$ cat config.mk
export PLATFORM = sky130hd
export DESIGN_NAME = hedios_probe_bank
export DESIGN_NICKNAME = d
export VERILOG_FILES = /design/src/rtl/hedios_probe_pkg.sv /design/src/rtl/hedios_prescaler.sv /design/src/rtl/hedios_probe_bank.sv
export SDC_FILE = /design/constraint.sdc
export NUM_CORES = 1
export LEC_CHECK = 0
export CORE_UTILIZATION = 51
export CTS_BUF_LIST = sky130_fd_sc_hd__clkbuf_8
export DETAILED_ROUTE_END_ITERATION = 8
export MAX_ROUTING_LAYER = met4
export PLACE_DENSITY = 0.93
export SLEW_MARGIN = 20
export SYNTH_ARGS = -nofsm -noshare
export SYNTH_HDL_FRONTEND = slang
export SYNTH_SLANG_ARGS = --single-unit
export TNS_END_PERCENT = 20
$ cat constraint.sdc
create_clock -name clk -period 2.6 [get_ports clk]
set_input_delay 0.52 -clock clk [delete_from_list [all_inputs] [get_ports clk]]
set_output_delay 0.52 -clock clk [all_outputs]
set_load 0.005 [all_outputs]
$ cat src/rtl/hedios_probe_pkg.sv
`default_nettype none
// ============================================================================
// Module      : hedios_probe_pkg
// Description : Shared mode encodings and sizing constants for the Hedios
//               probe bank. HEDIOS_PROBE_OVF_EN adds the overflow-flag slot.
// Revision    : 1.0 - initial release
// ============================================================================
package hedios_probe_pkg;

    typedef enum logic [1:0] {
        MODE_PASS  = 2'd0,
        MODE_FREE  = 2'd1,
        MODE_EVENT = 2'd2,
        MODE_HOLD  = 2'd3
    } mode_e;

    localparam int SLOT_W       = 32;
    localparam int MAX_CHANNELS = 16;

`ifdef HEDIOS_PROBE_OVF_EN
    localparam int OVF_SLOTS = 1;
`else
    localparam int OVF_SLOTS = 0;
`endif

endpackage
`default_nettype wire

$ cat src/rtl/hedios_prescaler.sv
`default_nettype none
// ============================================================================
// Module      : hedios_prescaler
// Description : Free-running 0..PRESCALE-1 counter producing a registered
//               one-cycle tick. The first tick follows PRESCALE cycles after
//               reset release.
// Revision    : 1.0 - initial release
// ============================================================================
module hedios_prescaler #(
    parameter int PRESCALE = 16_777_216
) (
    input  logic clk,
    input  logic rst,
    output logic tick
);

    localparam int              CNT_W = (PRESCALE > 1) ? $clog2(PRESCALE) : 1;
    localparam logic [CNT_W-1:0] LAST = CNT_W'(PRESCALE - 1);

    logic [CNT_W-1:0] cnt_q;
    logic [CNT_W-1:0] cnt_d;
    logic             tick_q;

    // Next count: wrap to zero after the terminal value.
    always_comb begin
        cnt_d = cnt_q + CNT_W'(1);
        if (cnt_q == LAST) begin
            cnt_d = '0;
        end
    end

    // Counter and registered tick; tick is high in the cycle after the terminal count.
    always_ff @(posedge clk) begin
        if (rst) begin
            cnt_q  <= '0;
            tick_q <= 1'b0;
        end else begin
            cnt_q  <= cnt_d;
            tick_q <= (cnt_q == LAST);
        end
    end

    assign tick = tick_q;

endmodule
`default_nettype wire

$ cat src/rtl/hedios_probe_bank.sv
`default_nettype none
// ============================================================================
// Module      : hedios_probe_bank
// Description : Multi-channel probe/counter bank. Each channel synchronises
//               its raw input lane and then passes it through, free-runs on
//               the shared prescaler tick, counts rising edges of lane bit 0,
//               or holds. Values are published into 32-bit slots, either live
//               or as a coherent snapshot when freeze is high.
//               Optional macro HEDIOS_PROBE_OVF_EN adds a sticky overflow
//               flag slot at index CHANNELS.
// Revision    : 1.0 - initial release
// ============================================================================
module hedios_probe_bank
    import hedios_probe_pkg::*;
#(
    parameter int   CHANNELS    = 5,
    parameter int   CNT_WIDTH   = 8,
    parameter int   PRESCALE    = 16_777_216,
    parameter int   SYNC_STAGES = 2,
    localparam int  SLOT_COUNT  = CHANNELS + OVF_SLOTS
) (
    input  logic                          clk,
    input  logic                          rst,
    input  logic [CHANNELS*CNT_WIDTH-1:0] ch_in,
    input  logic [2*CHANNELS-1:0]         ch_mode,
    input  logic [CHANNELS-1:0]           clear,
    input  logic                          freeze,
    input  logic                          snap_req,
    output logic                          snap_done,
    output logic                          tick,
    output logic [SLOT_W*SLOT_COUNT-1:0]  hedios_slots
);

    logic w_tick;
    logic slot_upd;
    logic snap_done_q;

`ifdef HEDIOS_PROBE_OVF_EN
    logic [CHANNELS-1:0] ovf_set;
    logic [CHANNELS-1:0] ovf_q;
    logic [CHANNELS-1:0] ovf_d;
    logic [CHANNELS-1:0] ovf_slot_q;
`endif

    hedios_prescaler #(
        .PRESCALE (PRESCALE)
    ) u_prescaler (
        .clk  (clk),
        .rst  (rst),
        .tick (w_tick)
    );

    assign tick     = w_tick;
    // Slots follow the channel values when live, or only on a snapshot request.
    assign slot_upd = ~freeze | snap_req;

    for (genvar i = 0; i < CHANNELS; i++) begin : g_ch
        logic [CNT_WIDTH-1:0] sync_q [SYNC_STAGES];
        logic                 edge_q;
        logic [CNT_WIDTH-1:0] v_q;
        logic [CNT_WIDTH-1:0] v_d;
        logic [CNT_WIDTH-1:0] slot_q;
        logic                 evt;
        logic                 inc;
        mode_e                mode;

        assign mode = mode_e'(ch_mode[2*i +: 2]);
        assign evt  = sync_q[SYNC_STAGES-1][0] & ~edge_q;

        // Synchroniser chain and edge register for the event source bit.
        always_ff @(posedge clk) begin
            if (rst) begin
                for (int k = 0; k < SYNC_STAGES; k++) begin
                    sync_q[k] <= '0;
                end
                edge_q <= 1'b0;
            end else begin
                sync_q[0] <= ch_in[i*CNT_WIDTH +: CNT_WIDTH];
                for (int k = 1; k < SYNC_STAGES; k++) begin
                    sync_q[k] <= sync_q[k-1];
                end
                edge_q <= sync_q[SYNC_STAGES-1][0];
            end
        end

        // Mode action for the value register; clear overrides any increment.
        always_comb begin
            inc = 1'b0;
            v_d = v_q;
            case (mode)
                MODE_PASS:  v_d = sync_q[SYNC_STAGES-1];
                MODE_FREE:  inc = w_tick;
                MODE_EVENT: inc = evt;
                default:    inc = 1'b0;
            endcase
            if (inc) begin
                v_d = v_q + CNT_WIDTH'(1);
            end
            if (clear[i]) begin
                v_d = '0;
            end
        end

        // Value and published slot registers.
        always_ff @(posedge clk) begin
            if (rst) begin
                v_q    <= '0;
                slot_q <= '0;
            end else begin
                v_q <= v_d;
                if (slot_upd) begin
                    slot_q <= v_q;
                end
            end
        end

        assign hedios_slots[i*SLOT_W +: SLOT_W] = SLOT_W'(slot_q);

`ifdef HEDIOS_PROBE_OVF_EN
        // A wrap is an increment taken from the all-ones value.
        assign ovf_set[i] = inc & (&v_q);
`endif
    end

`ifdef HEDIOS_PROBE_OVF_EN
    // Sticky flags: set on wrap, clear wins over a same-cycle set.
    always_comb begin
        ovf_d = (ovf_q | ovf_set) & ~clear;
    end

    // Overflow flags and their slot, which follows the same freeze rules.
    always_ff @(posedge clk) begin
        if (rst) begin
            ovf_q      <= '0;
            ovf_slot_q <= '0;
        end else begin
            ovf_q <= ovf_d;
            if (slot_upd) begin
                ovf_slot_q <= ovf_q;
            end
        end
    end

    assign hedios_slots[CHANNELS*SLOT_W +: SLOT_W] = SLOT_W'(ovf_slot_q);
`endif

    // Snapshot acknowledge appears together with the freshly latched slots.
    always_ff @(posedge clk) begin
        if (rst) begin
            snap_done_q <= 1'b0;
        end else begin
            snap_done_q <= snap_req;
        end
    end

    assign snap_done = snap_done_q;

endmodule
`default_nettype wire

==> results of run 1 <==
cell type report:
| type | instances | area share |
|---|---|---|
| sequential | 191 | 0.388 |
| tap | 220 | 0.0279 |
| timing repair buffer | 114 | 0.114 |
| inverter | 19 | 0.00723 |
| clock inverter | 15 | 0.0127 |
| clock buffer | 17 | 0.0237 |
| multi-input combinational | 715 | 0.426 |
layout by cell type, fill, tap and decap left out, types with 3 or more instances in the layout:
master	netlist	routed
dfxtp_1	191	191
nand2_1	135	135
conb_1	1	120
clkdlybuf4s50_1	0	99
nor2b_1	99	98
a21oi_1	50	50
mux2_2	39	39
nor2_1	36	36
mux2i_1	27	27
nand3_1	21	21
ha_1	21	21
o22ai_1	20	20
inv_1	19	19
nor3_1	17	17
clkbuf_8	0	17
buf_4	122	13
nand2b_1	11	11
nand3b_1	11	11
and3_1	10	10
o21ai_0	10	10
nand4_1	10	10
xnor2_1	8	8
nand4b_1	6	6
nor4_1	6	6
inv_6	0	6
or2_2	5	5
a21boi_1	5	5
and2_1	5	5
o21a_1	5	5
a211oi_1	5	5
o211ai_1	5	5
a31oi_1	5	5
xor2_1	5	5
or3_1	4	4
a21oi_2	3	3
clkinvlp_4	0	3
state kept, by name (all words and copies together) (netlist names):
signal,count
g_ch.slot_q,40
snap_done,1
g_ch.edge_q,5
g_ch.sync_q,80
u_prescaler.cnt_q,24
u_prescaler.tick,1
g_ch.v_q,40
where the power goes:
group / leakage, nW / total [mW] / internal (mW) / switching (mW)
Clock: 0.178 / 1.79 / 0.691 / 1.10
Combinational: 1.89 / 0.372 / 0.175 / 0.197
Sequential: 1.56 / 3.02 / 3.00 / 0.0289
Total: 3.63 / 5.19 / 3.86 / 1.33
worst max path at each step:
| stage | start | endpoint | slack, ns | depth (start not counted) |
|---|---|---|---|---|
| 3_5_place_dp | ch_mode[6] | g_ch[3].v_q[6] | 0.21 | 7 |
| 3_3_place_gp | ch_mode[6] | g_ch[3].v_q[6] | 0.28 | 7 |
| 5_1_grt | u_prescaler.tick | tick | 0.27 | 1 |
| 6_report | u_prescaler.tick | tick | 0.31 | 1 |
| 2_1_floorplan | ch_mode[8] | g_ch[4].v_q[4] | 0.57 | 6 |
| 4_1_cts | u_prescaler.tick | tick | 0.29 | 1 |
cells by family (layout without fill, tap and decap cells):
family	count (synthesis)	in the layout	synth area share
buffers and inverters	182	165	0.132
XOR/XNOR	13	13	0.0130
other	1	120	0.000430
AO/OA/AOI/OAI	112	112	0.0777
AND/OR/NAND/NOR	383	383	0.227
flip-flops	191	191	0.438
multiplexers	66	66	0.0813
adder cells (fa/ha/maj)	21	21	0.0301
metrics by stage:
step,instance area [um2],worst slack (ns),utilization,cells
floorplan,9180,0.571,-,1088
global placement,9500,0.279,0.571,1259
detailed placement,9500,0.209,0.571,1259
CTS,9860,0.287,0.593,1291
global route,9860,0.273,0.593,1291
finish,9860,0.313,0.593,1291
per-layer routing:
| metal | global-route usage | up-vias |
|---|---|---|
| met2 | 0.330 | 190 |
| li1 | - | 3175 |
| met4 | 0.0690 | 0 |
| met5 | - | - |
| met3 | 0.0429 | 24 |
| met1 | 0.233 | 3012 |
==> results.cfg, run 1 <==
[global_routing]
grt.total_usage = 0.197
antenna_found_initial = 0
grt_first_pass_wirelength_um = 27300
grt_max_degree = 55
grt_pass1_vias = 5820
grt_overflow = 0

[clocking]
clock_path_buffers = 2
cts_setup_buffers = 0
clk_pin_slew_ns = 0.10
cts_resized = 0
ctsHoldBuffers = 0
clk-insertion-delay-late_ns = 0.46
clkSinkCount = 191
numCtsBuffers = 17
cts_tree = yes
cts_root_buf = clkbuf_8
htree_levels = 4

[setup_path]
crit_buf_inv = 1
r2r_setup_slack_ns = 0.44
reg2reg_to = u_prescaler.cnt_q[3]
arrival_ns = 1.77
timing.reg2reg.worst_path_depth = 5
cp_max_fo = 6
cp.required_ns = 2.08
critPathKind = reg -> out
crit_family = flip-flops
cp_slowest_cell = dfxtp_1
r2r_start = u_prescaler.cnt_q[6]
crit_path_cell_trace = clkdlybuf4s50_1
cp-end-kind = output port
worstSetupStartpointType = flip-flop
max_stage_delay_ns = 0.70

[timing]
min_period_ns = 2.29
slew_violations = 0
finalSetupViolCount = 0
skew_ns = 0.0132
rsz0062_at_grt = no
max_slew_margin = 0.608
max_freq_mhz = 437
finalHoldViolations = 0
fin_crit_sh = 0.880
setup-tns-final_ns = 0
holdWs_ns = 0.440
tightest_slew_ns = 0.587

[power]
peakVddDrop_v = 0.000312
total_power_mw = 5.19
p_leak_nw = 3.63
power_density_nw_per_um2 = 526

[yosys]
synth_area_leaders = dfxtp_1 44%, buf_4 10%, nor2b_1 7.1%, nand2_1 5.8%, mux2_2 5.0%
syn_area_um2 = 8730
syn_avg_cell_area_um2 = 9.01
ys.flop_type = dfxtp_1
synth_edf_count = 0
ys_types = 44
yosysMostFrequentCell = dfxtp_1
ys_seq_area_frac = 0.438
synthArstFlopShare = 0
synth-seq-cells = 191
synth_top_area_frac = 0.438
synth_common_cells = 191 x dfxtp_1, 135 x nand2_1, 122 x buf_4, 99 x nor2b_1, 50 x a21oi_1
ys_warn_count = 0
postSynthCellCount = 969
synth_top_cell_by_area = dfxtp_1

[floorplan]
die_h_um = 133
io_pins = 221
dieArea_um2 = 17600
die_x_um = 133
num_rows = 47
initial_core_util = 0.524
fp.coreArea_um2 = 16600

[drt]
met3_length_um = 840
postRouteWirelength_um = 16600
drc_errors = 0
postRouteAntennaNets = 0
via_per_inst = 4.96
drt_iter0_drc = 325
dr_wl_met2_um = 8290
wl_per_cell_um = 12.8
routed.top_layer = met4
via_count = 6401
wirelength_met1_um = 7170
drt_pre_antenna_iters = 5

[worst_hold_path]
min-delay-path-class = reg -> reg
holdPathStages = 1
hold_start = g_ch[2].sync_q[0][2]
min_to = g_ch[2].sync_q[0][10]

[finish]
multiInputGateArea_um2 = 4200
drive_gt1_frac = 0.0943
syn_to_final_growth_pct = 13.0
num-fill-cells = 1436
antenna_cells_inserted = 0
layout.nets = 1138
register_area_um2 = 3820

[placement]
gp_congestion = 0.850
portBuffers = 100
dpl.hpwl_um = 11800

[job]
max_cap_violations = 0

[outcome]
status = finished, final reports clean
(Power assumes the default switching activity.)
==> run 2, diff against run 1 <==
HOLD_SLACK_MARGIN = 0.1   (was default)
PLACE_DENSITY = 0.87   (was 0.93)
==> results.cfg, run 2 (synthesis gave the netlist of run 1 again) <==
[power]
p_clk_frac = 0.378
switching_share = 0.237
p_leak_nw = 3.68
pwr-share-comb = 0.069
peakVddDrop_v = 0.000369
sequentialPowerShare = 0.553
power_density_nw_per_um2 = 550
switchingPower_mw = 1.30
intPower_mw = 4.17

[clocking]
cts_resized = 0
clkSinkCount = 191
cts_root_buf = clkbuf_8
cts_tree = yes
cts_setup_buffers = 0
clk-insertion-delay-late_ns = 0.47
numCtsBuffers = 17
clock_path_buffers = 2
clk_pin_slew_ns = 0.09
htree_levels = 4
ctsHoldBuffers = 0

[setup_path]
worstSetupStartpointType = flip-flop
crit_path_cell_trace = clkdlybuf4s50_1
cp-end-kind = output port
crit_buf_inv = 1
cp_max_fo = 6
critPathKind = reg -> out
cp.required_ns = 2.08
cp_slowest_cell = dfxtp_1
arrival_ns = 1.75
max_stage_delay_ns = 0.67
crit_family = flip-flops

[finish]
layout.nets = 1138
stdcell_area_um2 = 9950
syn_to_final_growth_pct = 14.0
largest_reg_flops = 80
final_common_cell = dfxtp_1
final_cell_mix = 191 x dfxtp_1, 135 x nand2_1, 120 x conb_1
largest_registers = g_ch.sync_q x80, g_ch.slot_q x40, g_ch.v_q x40
drive_gt1_frac = 0.0934
antenna_cells_inserted = 0
top_register = g_ch.sync_q

[drt]
wirelength_met1_um = 7150
routed.top_layer = met4
via_count = 6389
drc_errors = 0
dr_wl_met2_um = 8170
postRouteWirelength_um = 16500
met3_length_um = 815
via_per_inst = 4.95
postRouteAntennaNets = 0
wl_per_cell_um = 12.8
drt_pre_antenna_iters = 5
drt_iter0_drc = 295

[timing]
finalHoldViolations = 0
max_freq_mhz = 441
tightest_slew_ns = 0.585
skew_ns = 0.00987
max_slew_margin = 0.606
fin_crit_sh = 0.871
rsz0062_at_grt = no
min_period_ns = 2.27
postLayoutSetupSlackWorst_ns = 0.335
slew_violations = 0
finalSetupViolCount = 0
setup-tns-final_ns = 0

[floorplan]
die_h_um = 133
die_x_um = 133
io_pins = 221
initial_core_util = 0.524
num_rows = 47
dieArea_um2 = 17600
fp.coreArea_um2 = 16600

[worst_hold_path]
min-delay-path-class = in -> reg

[job]
max_cap_violations = 0

[global_routing]
grt.total_usage = 0.196
grt_max_degree = 43
antenna_found_initial = 0
grt_overflow = 0
grt_pass1_vias = 5850
grt_first_pass_wirelength_um = 27000

[placement]
portBuffers = 100
dpl.hpwl_um = 11700
gp_congestion = 0.849
place_ws_ns = 0.202
dpl_cell_area_um2 = 9520

[outcome]
status = finished, final reports clean
-- run 2: layer usage --
metal  vias up  GRT usage
met5         -          -
met4         0     0.0926
met3        28     0.0356
met2       205      0.329
met1      2981      0.226
li1       3175          -
-- run 2: cell type report --
| cell class | count | area [um2] |
|---|---|---|
| flip-flops and latches | 191 | 3820 |
| fillers | 1423 | 6690 |
| clock buffers | 18 | 248 |
| repair buffers | 114 | 1140 |
| clock inverters | 14 | 185 |
| multi-input cells | 715 | 4200 |
| well taps | 220 | 275 |
| inverters | 19 | 71.3 |
-- run 2: worst paths after layout --
kind / from / to / slack (ns) / cells after the start
setup reg to reg: u_prescaler.cnt_q[6] / u_prescaler.cnt_q[5] / 0.64 / 5
hold / removal: rst / g_ch[3].slot_q[6] / 0.40 / 2
setup / recovery: u_prescaler.tick / tick / 0.33 / 1
hold reg to reg: g_ch[0].sync_q[0][3] / g_ch[0].sync_q[0][11] / 0.44 / 1
-- run 2: power by group through the flow --
stage | registers [mW] | logic (mW) | clock network, mW
finish | 3.02 | 0.378 | 2.07
floorplan | 3.08 | 0.357 | 0
global route | 3.03 | 0.419 | 2.24
global placement | 3.09 | 0.365 | 0
CTS | 3.02 | 0.377 | 2.11
detailed placement | 3.09 | 0.375 | 0
-- run 2: metrics by stage --
| stage | hold WS [ns] | utilization | power [mW] | instances |
|---|---|---|---|---|
| floorplan | 0.414 | - | 3.44 | 1088 |
| global placement | 0.417 | 0.572 | 3.46 | 1259 |
| detailed placement | 0.421 | 0.572 | 3.47 | 1259 |
| CTS | 0.372 | 0.598 | 5.51 | 1291 |
| global route | 0.380 | 0.598 | 5.69 | 1291 |
| finish | 0.403 | 0.598 | 5.47 | 1291 |
